### src/rtl/seg7_pkg.sv
// Shared types and constants for the four-digit seven-segment scan driver.
package seg7_pkg;

  localparam int unsigned NUM_DIGITS = 4;
  localparam int unsigned NIB_W      = 4;
  localparam int unsigned SEG_W      = 7;
  localparam int unsigned DATA_W     = NUM_DIGITS * NIB_W;
  localparam int unsigned IDX_W      = $clog2(NUM_DIGITS);

  typedef enum logic {
    BLANK,
    SHOW
  } state_t;

  // One buffered frame: four hex nibbles plus one decimal point per digit
  typedef struct packed {
    logic [DATA_W-1:0]     value;
    logic [NUM_DIGITS-1:0] dp;
  } frame_t;

  // Active-high segment patterns, bit order g..a, indexed by nibble value
  localparam logic [15:0][SEG_W-1:0] SEG_TABLE = {
    7'h71, 7'h79, 7'h5E, 7'h39, 7'h7C, 7'h77, 7'h6F, 7'h7F,
    7'h07, 7'h7D, 7'h6D, 7'h66, 7'h4F, 7'h5B, 7'h06, 7'h3F
  };

endpackage

### src/rtl/seg7_hex_decode.sv
// Nibble to active-high seven-segment pattern (g..a); purely combinational.
module seg7_hex_decode
  import seg7_pkg::*;
(
  input  logic [NIB_W-1:0] nib,
  output logic [SEG_W-1:0] pattern_c
);

  assign pattern_c = SEG_TABLE[nib];

endmodule

### src/rtl/seg7_scan_driver.sv
// Four-digit multiplexed seven-segment driver with frame-aligned double buffering.
// Optional leading-zero blanking is enabled by defining SEG7_LZB_EN.
module seg7_scan_driver
  import seg7_pkg::*;
#(
  parameter int unsigned DWELL          = 50000,
  parameter int unsigned BLANK_CYC      = 500,
  parameter bit          SEG_ACTIVE_LOW = 1'b1,
  parameter bit          AN_ACTIVE_LOW  = 1'b1
) (
  input  logic                  clk,
  input  logic                  rst,
  input  logic [DATA_W-1:0]     din,
  input  logic                  din_valid,
  input  logic [NUM_DIGITS-1:0] dp_in,
  output logic [SEG_W-1:0]      seg,
  output logic                  dp,
  output logic [NUM_DIGITS-1:0] an,
  output logic                  frame_start
);

  localparam int unsigned CNT_MAX = (DWELL > BLANK_CYC) ? DWELL : BLANK_CYC;
  localparam int unsigned CNT_W   = (CNT_MAX > 1) ? $clog2(CNT_MAX) : 1;

  localparam logic [SEG_W-1:0]      SEG_OFF = {SEG_W{SEG_ACTIVE_LOW}};
  localparam logic [NUM_DIGITS-1:0] AN_OFF  = {NUM_DIGITS{AN_ACTIVE_LOW}};
  localparam logic                  DP_OFF  = SEG_ACTIVE_LOW;

  state_t           state;
  logic [CNT_W-1:0] cnt;
  logic [IDX_W-1:0] idx;
  frame_t           shadow;
  frame_t           display;

  frame_t                din_frame_c;
  logic [NIB_W-1:0]      nib_c;
  logic [SEG_W-1:0]      pattern_c;
  logic                  lzb_c;
  logic [NUM_DIGITS-1:0] an_on_c;

  assign din_frame_c = {din, dp_in};
  assign nib_c       = display.value[{idx, 2'b00} +: NIB_W];
  assign an_on_c     = NUM_DIGITS'(1) << idx;

  seg7_hex_decode u_hex_decode (
    .nib       (nib_c),
    .pattern_c (pattern_c)
  );

  // Digit idx is a leading zero when it and every nibble above it are zero
`ifdef SEG7_LZB_EN
  assign lzb_c = (idx != '0) && ((display.value >> {idx, 2'b00}) == '0);
`else
  assign lzb_c = 1'b0;
`endif

  // Scan FSM; outputs are loaded for the state being entered
  always_ff @(posedge clk or posedge rst) begin
    if (rst) begin
      state       <= BLANK;
      cnt         <= '0;
      idx         <= '0;
      shadow      <= '0;
      display     <= '0;
      frame_start <= 1'b0;
      an          <= AN_OFF;
      seg         <= SEG_OFF;
      dp          <= DP_OFF;
    end else begin
      frame_start <= 1'b0;
      if (din_valid) begin
        shadow <= din_frame_c;
      end
      case (state)
        BLANK: begin
          if (cnt == CNT_W'(BLANK_CYC - 1)) begin
            state <= SHOW;
            cnt   <= '0;
            an    <= an_on_c ^ AN_OFF;
            seg   <= (pattern_c & {SEG_W{~lzb_c}}) ^ SEG_OFF;
            dp    <= display.dp[idx] ^ DP_OFF;
          end else begin
            cnt <= cnt + CNT_W'(1);
          end
        end
        SHOW: begin
          if (cnt == CNT_W'(DWELL - 1)) begin
            state <= BLANK;
            cnt   <= '0;
            idx   <= idx + IDX_W'(1);
            an    <= AN_OFF;
            seg   <= SEG_OFF;
            dp    <= DP_OFF;
            // Frame boundary: a strobe on this very edge beats the shadow copy
            if (idx == IDX_W'(NUM_DIGITS - 1)) begin
              display     <= din_valid ? din_frame_c : shadow;
              frame_start <= 1'b1;
            end
          end else begin
            cnt <= cnt + CNT_W'(1);
          end
        end
      endcase
    end
  end

endmodule

### config.mk
export PLATFORM = sky130hd
export DESIGN_NAME = seg7_scan_driver
export DESIGN_NICKNAME = d
export VERILOG_FILES = /design/src/rtl/seg7_pkg.sv /design/src/rtl/seg7_hex_decode.sv /design/src/rtl/seg7_scan_driver.sv
export SDC_FILE = /design/constraint.sdc
export NUM_CORES = 1
export LEC_CHECK = 0
export CAP_MARGIN = 10
export CORE_MARGIN = 2
export CORE_UTILIZATION = 51
export CTS_CLUSTER_DIAMETER = 50
export DETAILED_ROUTE_END_ITERATION = 7
export GPL_ROUTABILITY_DRIVEN = 0
export PLACE_DENSITY = 0.76
export SLEW_MARGIN = 25
export SYNTH_ARGS = -nofsm -noshare
export SYNTH_HDL_FRONTEND = slang
export SYNTH_SLANG_ARGS = --single-unit
### constraint.sdc
create_clock -name clk -period 2.1 [get_ports clk]
set_input_delay 0.21 -clock clk [delete_from_list [all_inputs] [get_ports clk]]
set_output_delay 0.21 -clock clk [all_outputs]
set_load 0.01 [all_outputs]
==> results by group, run 1 <==
Layout
  • Antenna Cells: 0
  • Area delta synth->final: 25.2%
  • NumNets Final: 348
  • Fraction of layout cells with a size suffix above 1: 37.0%
  • Final Util: 66.8%

Global routing
  • Vias in the first global route: 2220
  • Initial antenna violation count: 0
  • Total grt overflow: 0
  • First-pass GRT wire length: 11000 um
  • Largest net degree at the start of global routing: 34
  • GRT Total Usage: 19.8%

Clocking
  • H-tree depth: 3
  • Root buf cell: clkbuf_8
  • Hold_buf cts: 0
  • Clk buf depth: 2
  • Clock Latency Late Sink: 0.36 ns
  • Clk sinks: 72
  • CTS buffer count: 9
  • CTS tree: built
  • Worst-path clk slew: 0.08 ns

Synthesis
  • Mapped cell area: 3430 um2
  • Synth unique cells: 38
  • Yosys warnings: 0
  • EDFF count, synth: 0
  • Cell taking the most area after synthesis: dfrtp_1
  • Sequential-to-total area share from yosys stat: 53.0%
  • Most common cell in the netlist: dfrtp_1
  • Area contributors post-synth: dfrtp_1 44%, dfstp_2 9.2%, mux2_2 8.5%
  • Main synth FF type: dfrtp_1
  • Synthesized net count: 286
  • Yosys top cell area share: 43.8%
  • #FFs+latches synth: 72
  • Synth top cells by count: 60 x dfrtp_1, 26 x mux2_2, 19 x mux2_4
  • Syn avg cell area: 13.6 um2
  • Post-Syn Instances: 252
  • Post-synth ARST share: 100%

Routing
  • DRC: 0
  • DRT Pass-1 Iters: 4
  • Vias: 2206
  • Final ANT Viol Nets: 0
  • Drt total wl: 6670 um
  • Number of vias per cell: 5.57
  • Iter 0 DRT Violations: 95
  • Routed len/inst: 16.8 um

Place
  • Post-DP HPWL: 4780 um
  • Place WS: 0.0344 ns
  • Port Buf Inserts: 35

Worst setup path
  • Critical Path RT: 2.33 ns
  • Startpoint Class: register
  • WS Path Type: register to register
  • Worst-path fanout max: 21
  • Arr. time, crit path: 2.29 ns
  • Crit. End Element: register

Run status
  • Outcome: finished, final reports clean

Power
  • Net Sw Power: 0.645 mW
  • Switching portion of total power: 22.8%
  • Sequential Power Share: 51.7%
  • PwrDens: 660 nW/um2
  • Max VDD drop: 553 uV
  • Combinational power share: 7.9%
  • Leak: 1.93 nW
  • Clock share of power: 40.4%
  • Pint: 2.19 mW

STA
  • Final Cycle Share: 98.1%
  • Worst slew margin: 70.4%
  • Endpoints failing hold: 0
  • Maximum clock frequency: 0.485 GHz
  • Clock Skews: 0.00957 ns
  • Setup violations, final: 0
  • Slew Viols, Final: 0
  • Slew @ Worst Pin: 0.444 ns
  • PnR worst setup slack: 0.0400 ns
  • RSZ-0062 raised after global routing: yes
  • Min Tclk post-route: 2.06 ns

Floorplan
  • Core ar.: 6420 um2
  • FP Rows: 29
  • Die X: 86.0 um
  • Initial core utilization: 53.4%
  • DIE AREA: 7390 um2
  • Ports: 36
  • Die height: 86.0 um

Hold path
  • HP Class: input pin to async pin

Run
  • Max-Cap Viols: 0
==> area by class of cell <==
type,instances,area (um2)
sequential,72,1820
timing repair buffer,62,594
tap,77,96.3
multi-input combinational,156,1530
fill,471,2130
inverter,13,48.8
clock inverter,4,51.3
clock buffer,12,155
==> sequential cells by signal (all words and copies together) (netlist names) <==
| register | cells |
|---|---|
| an | 4 |
| cnt | 16 |
| display | 20 |
| dp | 1 |
| frame_start | 1 |
| idx | 2 |
| seg | 7 |
| shadow | 20 |
| state | 1 |
==> power by group through the flow <==
stage,Combinational (mW),Clock [mW],Sequential [mW]
2_1_floorplan,0.144,0,1.48
3_3_place_gp,0.215,0,1.49
3_5_place_dp,0.220,0,1.49
4_1_cts,0.224,1.16,1.47
5_1_grt,0.245,1.24,1.47
6_report,0.223,1.15,1.47
==> cell families after synthesis <==
| group | Yosys count | synth area share (%) |
|---|---|---|
| xor+xnor | 13 | 3.32 |
| fa+ha+maj | 11 | 4.01 |
| mux | 55 | 21.6 |
| buf+inv | 24 | 3.21 |
| flops | 72 | 53.0 |
| compound gates | 25 | 5.37 |
| simple gates | 52 | 9.49 |
==> worst paths after layout <==
path | start | depth (start not counted) | slack [ns] | to
max reg2reg | cnt[13]$_DFF_PP0_ | 5 | 0.04 | display[2]$_DFFE_PP0P_
min | rst | 2 | 0.17 | frame_start$_DFF_PP0_
min in group clk | dp_in[1] | 2 | 0.48 | shadow[1]$_DFF_PP0_
max in group asynchronous | rst | 3 | 1.31 | seg[0]$_DFFE_PP1P_
min reg2reg | shadow[13]$_DFF_PP0_ | 1 | 0.50 | shadow[13]$_DFF_PP0_
max | cnt[13]$_DFF_PP0_ | 5 | 0.04 | display[2]$_DFFE_PP0P_
==> per-stage QoR <==
| step | setup TNS [ns] | std cells | instance area (um2) | power [mW] | hold slack [ns] |
|---|---|---|---|---|---|
| after floorplan | -0.0161 | 252 | 3440 | 1.63 | 0.375 |
| after global placement | 0 | 376 | 4030 | 1.70 | 0.484 |
| after detailed placement | 0 | 376 | 4030 | 1.71 | 0.488 |
| after CTS | 0 | 393 | 4250 | 2.85 | 0.175 |
| after global routing | -0.0174 | 396 | 4290 | 2.95 | 0.196 |
| final | 0 | 396 | 4290 | 2.83 | 0.171 |
==> worst max-delay path: stages (launching register included) <==
cell     delay [ns]
dfrtp_1        0.39
or4_4          0.58
nor4_4         0.34
nand3_2        0.13
buf_12         0.18
mux2_4         0.31
==> routing by layer <==
layer	vias up	track usage (%)	wire (um)
li1	1030	-	-
met1	1121	25.9	2990
met2	42	31.1	3300
met3	13	4.52	217
met4	0	9.96	161
met5	-	0	0
==> timing repair <==
action | CTS | global route
endpoints found under the setup margin | 1 | 9
endpoints found under the hold margin | 0 | 0
gates resized for setup | 1 | 6
pin swaps | 1 | 4
setup buffers | 1 | 3
==> cell usage in the layout, fill, tap and decap left out, types with 2 or more instances in the layout <==
master	instances
dfrtp_1	58
clkdlybuf4s50_1	35
mux2_2	26
buf_4	23
mux2_4	19
nor2_1	16
inv_1	12
dfstp_2	12
clkbuf_8	11
ha_1	10
xor2_1	9
nand3_1	7
nand4_1	6
mux4_2	5
mux2i_1	5
a21oi_1	4
nand2_1	4
xnor2_1	4
a22oi_1	4
o21a_1	4
and4_1	3
or4_1	3
o211ai_1	3
buf_12	3
nor4_4	2
o31ai_1	2
nor3_1	2
o221ai_1	2
nand3b_1	2
a2bb2oi_1	2
dfrtp_2	2
Note: power is estimated with default switching activity, not from simulation.
==> run 2, diff against run 1 <==
--- a/config.mk
+++ b/config.mk
@@ -12,7 +12,6 @@
 export DETAILED_ROUTE_END_ITERATION = 7
 export GPL_ROUTABILITY_DRIVEN = 0
 export PLACE_DENSITY = 0.76
-export SLEW_MARGIN = 25
 export SYNTH_ARGS = -nofsm -noshare
 export SYNTH_HDL_FRONTEND = slang
 export SYNTH_SLANG_ARGS = --single-unit
==> results of run 2 <==
Final layout, timing and power as in run 1 (identical DEF).
==> run 3, diff against run 2 <==
--- a/config.mk
+++ b/config.mk
@@ -12,6 +12,7 @@
 export DETAILED_ROUTE_END_ITERATION = 7
 export GPL_ROUTABILITY_DRIVEN = 0
 export PLACE_DENSITY = 0.76
+export REMOVE_ABC_BUFFERS = 1
 export SYNTH_ARGS = -nofsm -noshare
 export SYNTH_HDL_FRONTEND = slang
 export SYNTH_SLANG_ARGS = --single-unit
==> run 3 against run 2 <==
Critical path depth did not move; worst setup slack better by 0.029 ns; clock skew decreased by 0.0028 ns; worst hold slack got worse by 0.016 ns; final cell count shrank 0.25%; power up 5.7%; non-clock buffer count fell by 2; via count down 0.14%; largest cell class unchanged; sequential power is essentially flat.
==> results by group, run 3 (synthesis results as in run 1) <==
STA
  • Slew Viols, Final: 0 (unchanged)
  • Final Cycle Share: 96.7% (was 98.1%)
  • Endpoints failing hold: 0 (unchanged)
  • Slew @ Worst Pin: 0.386 ns (was 0.444 ns)
  • Sum Neg Setup Slack: 0 ns (unchanged)
  • Maximum clock frequency: 0.492 GHz (was 0.485 GHz)
  • Worst slew margin: 74.2% (was 70.4%)
  • Minimum hold slack: 0.155 ns (was 0.171 ns)
  • Min Tclk post-route: 2.03 ns (was 2.06 ns)
  • Clock Skews: 0.00675 ns (was 0.00957 ns)
  • Setup violations, final: 0 (unchanged)
  • RSZ-0062 raised after global routing: yes (unchanged)

Layout
  • Top Registers: display x20, shadow x20, cnt x16 (unchanged)
  • Register area: 1820 um2 (about the same)
  • NumNets Final: 347 (was 348)
  • Final Util: 66.8% (unchanged)
  • Layout fillers: 487 (was 471)
  • Non-Filler Instances: 395 (was 396)
  • Commonest non-fill, non-tap cell in the layout: dfrtp_1 (unchanged)
  • Antenna Cells: 0 (unchanged)
  • Area delta synth->final: 25.2% (unchanged)
  • Commonest non-fill, non-tap cells in the layout: 60 x dfrtp_1, 35 x clkdlybuf4s50_1, 26 x mux2_2, 23 x buf_4, 19 x mux2_4 (was 58 x dfrtp_1, 35 x clkdlybuf4s50_1, 26 x mux2_2, 23 x buf_4, 19 x mux2_4)
  • Multi-input gate area: 1530 um2 (about the same)
  • Design Area, Final: 4290 um2 (unchanged)
  • Fraction of layout cells with a size suffix above 1: 34.3% (was 37.0%)

Floorplan
  • Core ar.: 6420 um2 (unchanged)
  • DIE AREA: 7390 um2 (unchanged)
  • Initial core utilization: 53.4% (unchanged)
  • Die height: 86.0 um (unchanged)
  • FP Rows: 29 (unchanged)
  • Ports: 36 (unchanged)
  • Die X: 86.0 um (unchanged)

Clocking
  • Clk buf depth: 2 (unchanged)
  • Worst-path clk slew: 0.08 ns (about the same)
  • Clk sinks: 72 (unchanged)
  • Root buf cell: clkbuf_8 (unchanged)
  • Clock Latency Late Sink: 0.35 ns (was 0.36 ns)
  • Hold_buf cts: 0 (unchanged)
  • Setup Buffers After CTS: 0 (was 1)
  • CTS tree: built (unchanged)
  • CTS buffer count: 9 (unchanged)
  • H-tree depth: 3 (unchanged)

Worst setup path
  • Register-to-register setup slack: 0.07 ns (was 0.04 ns)
  • Crit. End Element: register (unchanged)
  • Worst path cell trace: or4b_4 > nor4_4 > nand3_2 > buf_12 > mux2_4 (was or4_4 > nor4_4 > nand3_2 > buf_12 > mux2_4)
  • CP max-delay cell: or4b_4 (was or4_4)
  • Crit-path leading delay family: simple AND/OR/NAND/NOR gates (unchanged)
  • Launching point of the worst reg2reg path: cnt[6]$_DFF_PP0_ (was cnt[13]$_DFF_PP0_)
  • WS Path Type: register to register (unchanged)
  • Critical Path RT: 2.33 ns (about the same)
  • R2R depth: 5 (unchanged)
  • Crit path launch: cnt[6]$_DFF_PP0_ (was cnt[13]$_DFF_PP0_)
  • FF-to-FF End: display[9]$_DFFE_PP0P_ (was display[2]$_DFFE_PP0P_)
  • Worst-path fanout max: 19 (was 21)
  • Slowest cell delay on critical path: 0.52 ns (was 0.58 ns)
  • WP depth: 5 (unchanged)
  • Arr. time, crit path: 2.26 ns (was 2.29 ns)
  • Bufs and invs on worst path: 1 (unchanged)
  • Startpoint Class: register (unchanged)

Routing
  • Number of vias per cell: 5.58 (was 5.57)
  • DRC: 0 (unchanged)
  • Drt total wl: 6620 um (was 6670 um)
  • Routed len/inst: 16.8 um (about the same)
  • DRT Pass-1 Iters: 6 (was 4)
  • Vias: 2203 (was 2206)
  • Iter 0 DRT Violations: 143 (was 95)
  • Final ANT Viol Nets: 0 (unchanged)

Place
  • Post-DP HPWL: 4400 um (was 4780 um)
  • Dpl cell area: 4030 um2 (about the same)
  • Port Buf Inserts: 35 (unchanged)
  • Dpl cells: 378 (was 376)

Global routing
  • GRT Total Usage: 18.3% (was 19.8%)
  • Total grt overflow: 0 (unchanged)
  • Largest net degree at the start of global routing: 58 (was 34)
  • Vias in the first global route: 2173 (was 2220)
  • Grt met1 use: 25.2% (was 25.9%)
  • Grt met2 use: 28.2% (was 31.1%)
  • Initial antenna violation count: 0 (unchanged)
  • GRT Max-Usage Layer: met2 (unchanged)
  • Met3 Track Usage GR: 3.46% (was 4.52%)
  • First-pass GRT wire length: 10400 um (was 11000 um)

Run
  • Max-Cap Viols: 0 (unchanged)

Run status
  • Outcome: finished, final reports clean (unchanged)

Power
  • Max VDD drop: 419 uV (was 553 uV)
  • Leak: 1.94 nW (was 1.93 nW)
  • PwrDens: 698 nW/um2 (was 660 nW/um2)

Hold path
  • HP Class: input pin to async pin (unchanged)
[run 3: worst max path at each step]
| stage | to | slack (ns) |
|---|---|---|
| after CTS | display[13]$_DFFE_PP0P_ | 0.05 |
| after floorplan | display[0]$_DFFE_PP0P_ | -0.37 |
| after global placement | display[9]$_DFFE_PP0P_ | 0.08 |
| after global routing | display[3]$_DFFE_PP0P_ | -0.02 |
| final | display[9]$_DFFE_PP0P_ | 0.07 |
| after detailed placement | display[9]$_DFFE_PP0P_ | 0.07 |
[run 3: what timing repair did]
| action | CTS | global route |
|---|---|---|
| hold endpoints to repair | 0 | 0 |
| resized for setup | 0 | 1 |
| endpoints found under the setup margin | 0 | 18 |
[run 3: report_power, final]
part | switching [mW] | internal (mW) | leakage, nW
logic | 0.0922 | 0.127 | 0.939
registers | 0.0237 | 1.44 | 0.880
clock network | 0.524 | 0.785 | 0.116
total | 0.639 | 2.36 | 1.94
[run 3: metrics by stage]
stage	worst slack (ns)	total power, mW
finish	0.0687	3.00
global route	-0.0174	3.12
CTS	0.0461	3.01
detailed placement	0.0659	1.71
global placement	0.0839	1.70
floorplan	-0.372	1.62
[run 3: cell type report]
class                           count  area share [%]
Sequential cell                    72            42.3
Tap cell                           77            2.24
Clock buffer                       10            2.97
Timing Repair Buffer               60            13.1
Inverter                           13            1.14
Multi-Input combinational cell    157            35.7
Clock inverter                      6            2.51
[run 3: per-layer routing]
layer | up-vias | part of all wire [%] | wire, um
li1 | 1031 | - | -
met1 | 1114 | 48 | 3150
met2 | 48 | 47 | 3130
met3 | 10 | 3.8 | 254
met4 | 0 | 1.3 | 88
met5 | - | 0 | 0
==> variant (flow settings as in run 1) <==
Change the package constant `NIB_W` from 4 to 5.
--- a/src/rtl/seg7_pkg.sv
+++ b/src/rtl/seg7_pkg.sv
@@ -4,3 +4,3 @@
   localparam int unsigned NUM_DIGITS = 4;
-  localparam int unsigned NIB_W      = 4;
+  localparam int unsigned NIB_W      = 5;
   localparam int unsigned SEG_W      = 7;
Interface: changed (resized din); port bits go from 36 to 40. The function was not compared with the original's and may differ.
==> variant against run 1 <==
Worst setup slack got worse by 0.099 ns; design area rose by 1.5%; area after synthesis decreased by 0.62%; highest routed layer unchanged; largest cell class unchanged; total power is 8.5% higher; critical path type unchanged; clock power increased by 20%; sequential cell count stayed put; clock skew fell by 0.0016 ns; the run now ends with negative setup slack left; routed wire length up 0.37%.
==> variant: results (changes against run 1) <==
| Metric | Value |
|---|---|
| Outcome | finished with violations |
| Failing checks | negative setup slack |
| CP Max Fanout | 5 (-76%) |
| Yosys warning total | 0 (unchanged) |
| Crit path DAT | 2.39 ns (+0.10 ns) |
| Clk slew on worst S/H paths | 0.08 ns (about the same) |
| Cell Area, Placed | 3980 sq um (-1.3%) |
| Detailed Place HPWL | 4190 um (-12%) |
| Fin nets | 354 (+1.7%) |
| Largest regs | display: 20 flops, shadow: 20 flops, cnt: 16 flops |
| FFs w/ async S/R, synth | 100% (unchanged) |
| 1st-iter DRT viols | 84 (-12%) |
| Final wirelength | 6700 um (+0.37%) |
| Largest net degree at the start of global routing | 73 (+110%) |
| H-Tree Depth | 3 (unchanged) |
| Worst skew pair latency | 0.35 ns |
| Root Buffer | clkbuf_8 |
| Synth top area cells | dfrtp_1 (44%), dfstp_2 (9.3%), mux2_4 (8.4%) |
| Post-synth top cells | dfrtp_1 (60), mux2_2 (23), mux2_4 (19) |
| Final setup vio count | 20 (+20) |
| Clock skew | 0.00796 ns (-0.00161 ns) |
| Number of global-route vias before repair | 2228 (+0.36%) |
| Setup ws final | -0.0591 ns (-0.0991 ns) |
| Worst Hold Class | input port to async pin |
| First-pass GRT wire length | 10700 um (-3.0%) |
| CTS buffer count | 9 (unchanged) |
| DR vias/cell | 5.53 (-0.73%) |
| Worst vdd ir | 0.000787 V (+42%) |
| Post-place setup slack | -0.0328 ns (-0.0672 ns) |
| Register area share after synthesis | 53.3% (+0.33 points) |
| Worst-Margin Slew | 0.462 ns (+0.0177 ns) |
| Clk buf depth | 2 (unchanged) |
| Syn Nets | 294 (+2.8%) |
| Fillers | 454 (-3.6%) |
| Max_cap viols | 0 (unchanged) |
| Layout cells sized above 1 | 35.8% (-1.2 points) |
| R2r worst-path depth | 5 (unchanged) |
| Port Buffers | 35 (unchanged) |
| TritonRoute pass-1 iters | 4 (unchanged) |
| Ant. Diodes | 0 (unchanged) |
| Leakage power | 1.96 nW (+2.0%) |
| Initial antenna violation count | 0 (unchanged) |
| Synth unique cells | 41 (+7.9%) |
| GRT Total Usage | 19.0% (-0.79 points) |
==> variant: cell count changes in the layout (fill, tap and decap cells not counted), sizes merged, moves of 3 or more <==
| cell | delta |
|---|---|
| mux2 | -3 |
| a21oi | +3 |
| buf | -3 |
| o22a | +3 |
| inv | -3 |
==> variant: report_power, final <==
part | total (mW) | switching (mW) | internal, mW | leakage [nW]
clock | 1.38 | 0.530 | 0.852 | 0.126
sequential | 1.47 | 0.0242 | 1.44 | 0.879
combinational | 0.224 | 0.0957 | 0.128 | 0.960
==> variant: cell type report <==
type / count / area share [%]
sequential: 72 / 41.8
clock inverter: 5 / 2.36
tap: 77 / 2.21
clock buffer: 11 / 3.48
inverter: 11 / 0.948
timing repair buffer: 61 / 14.3
multi-input combinational: 161 / 35.0
==> variant: cells by family (layout without fill, tap and decap cells) <==
group	after synthesis	count (layout)	share of synthesized area (%)
DFF	72	72	53.3
and+or+nand+nor	59	59	10.2
muxes	53	53	21.0
AOI/OAI and AO/OA	25	25	4.99
buffers and inverters	23	88	3.08
xor gates and xnor gates	13	13	3.34
adders and majority gates	11	11	4.04
==> variant: per-stage QoR <==
stage	total power, mW	utilization (%)	setup TNS (ns)	cells
5_1_grt	3.19	67.8	-1.40	398
2_1_floorplan	1.63	-	0	256
6_report	3.07	67.8	-0.706	398
3_3_place_gp	1.70	61.9	0	376
3_5_place_dp	1.71	61.9	-0.0328	376
4_1_cts	3.08	66.0	0	393
==> variant: path summary, 6_finish.rpt <==
path | from | end | slack [ns]
min | rst | cnt[10] | 0.25
max reg2reg | cnt[7] | display[16] | -0.06
max in group asynchronous | rst | seg[6] | 1.50
max | cnt[7] | display[16] | -0.06
min reg2reg | cnt[0] | cnt[0] | 0.49
min in group clk | cnt[0] | cnt[0] | 0.49
==> variant: critical path: stages (launching register included) <==
cell       delay [ns]
dfrtp_1          0.38
or4b_4           0.56
nor4_4           0.39
nand3_4          0.20
clkbuf_16        0.21
mux2_4           0.30
==> variant: repair_timing <==
| item | in CTS | in global routing |
|---|---|---|
| pin swaps | 0 | 2 |
| resized for setup | 1 | 8 |
| cloned | 0 | 3 |
| endpoints found under the setup margin | 1 | 26 |
| buffers inserted | 1 | 2 |
==> variant: routing by layer <==
metal	GRT usage, %	up-vias	share of wire (%)
li1	-	1032	-
met1	25.7	1117	45
met2	29.5	44	50
met3	5.97	8	3.8
met4	6.20	0	1.3
met5	0	-	0
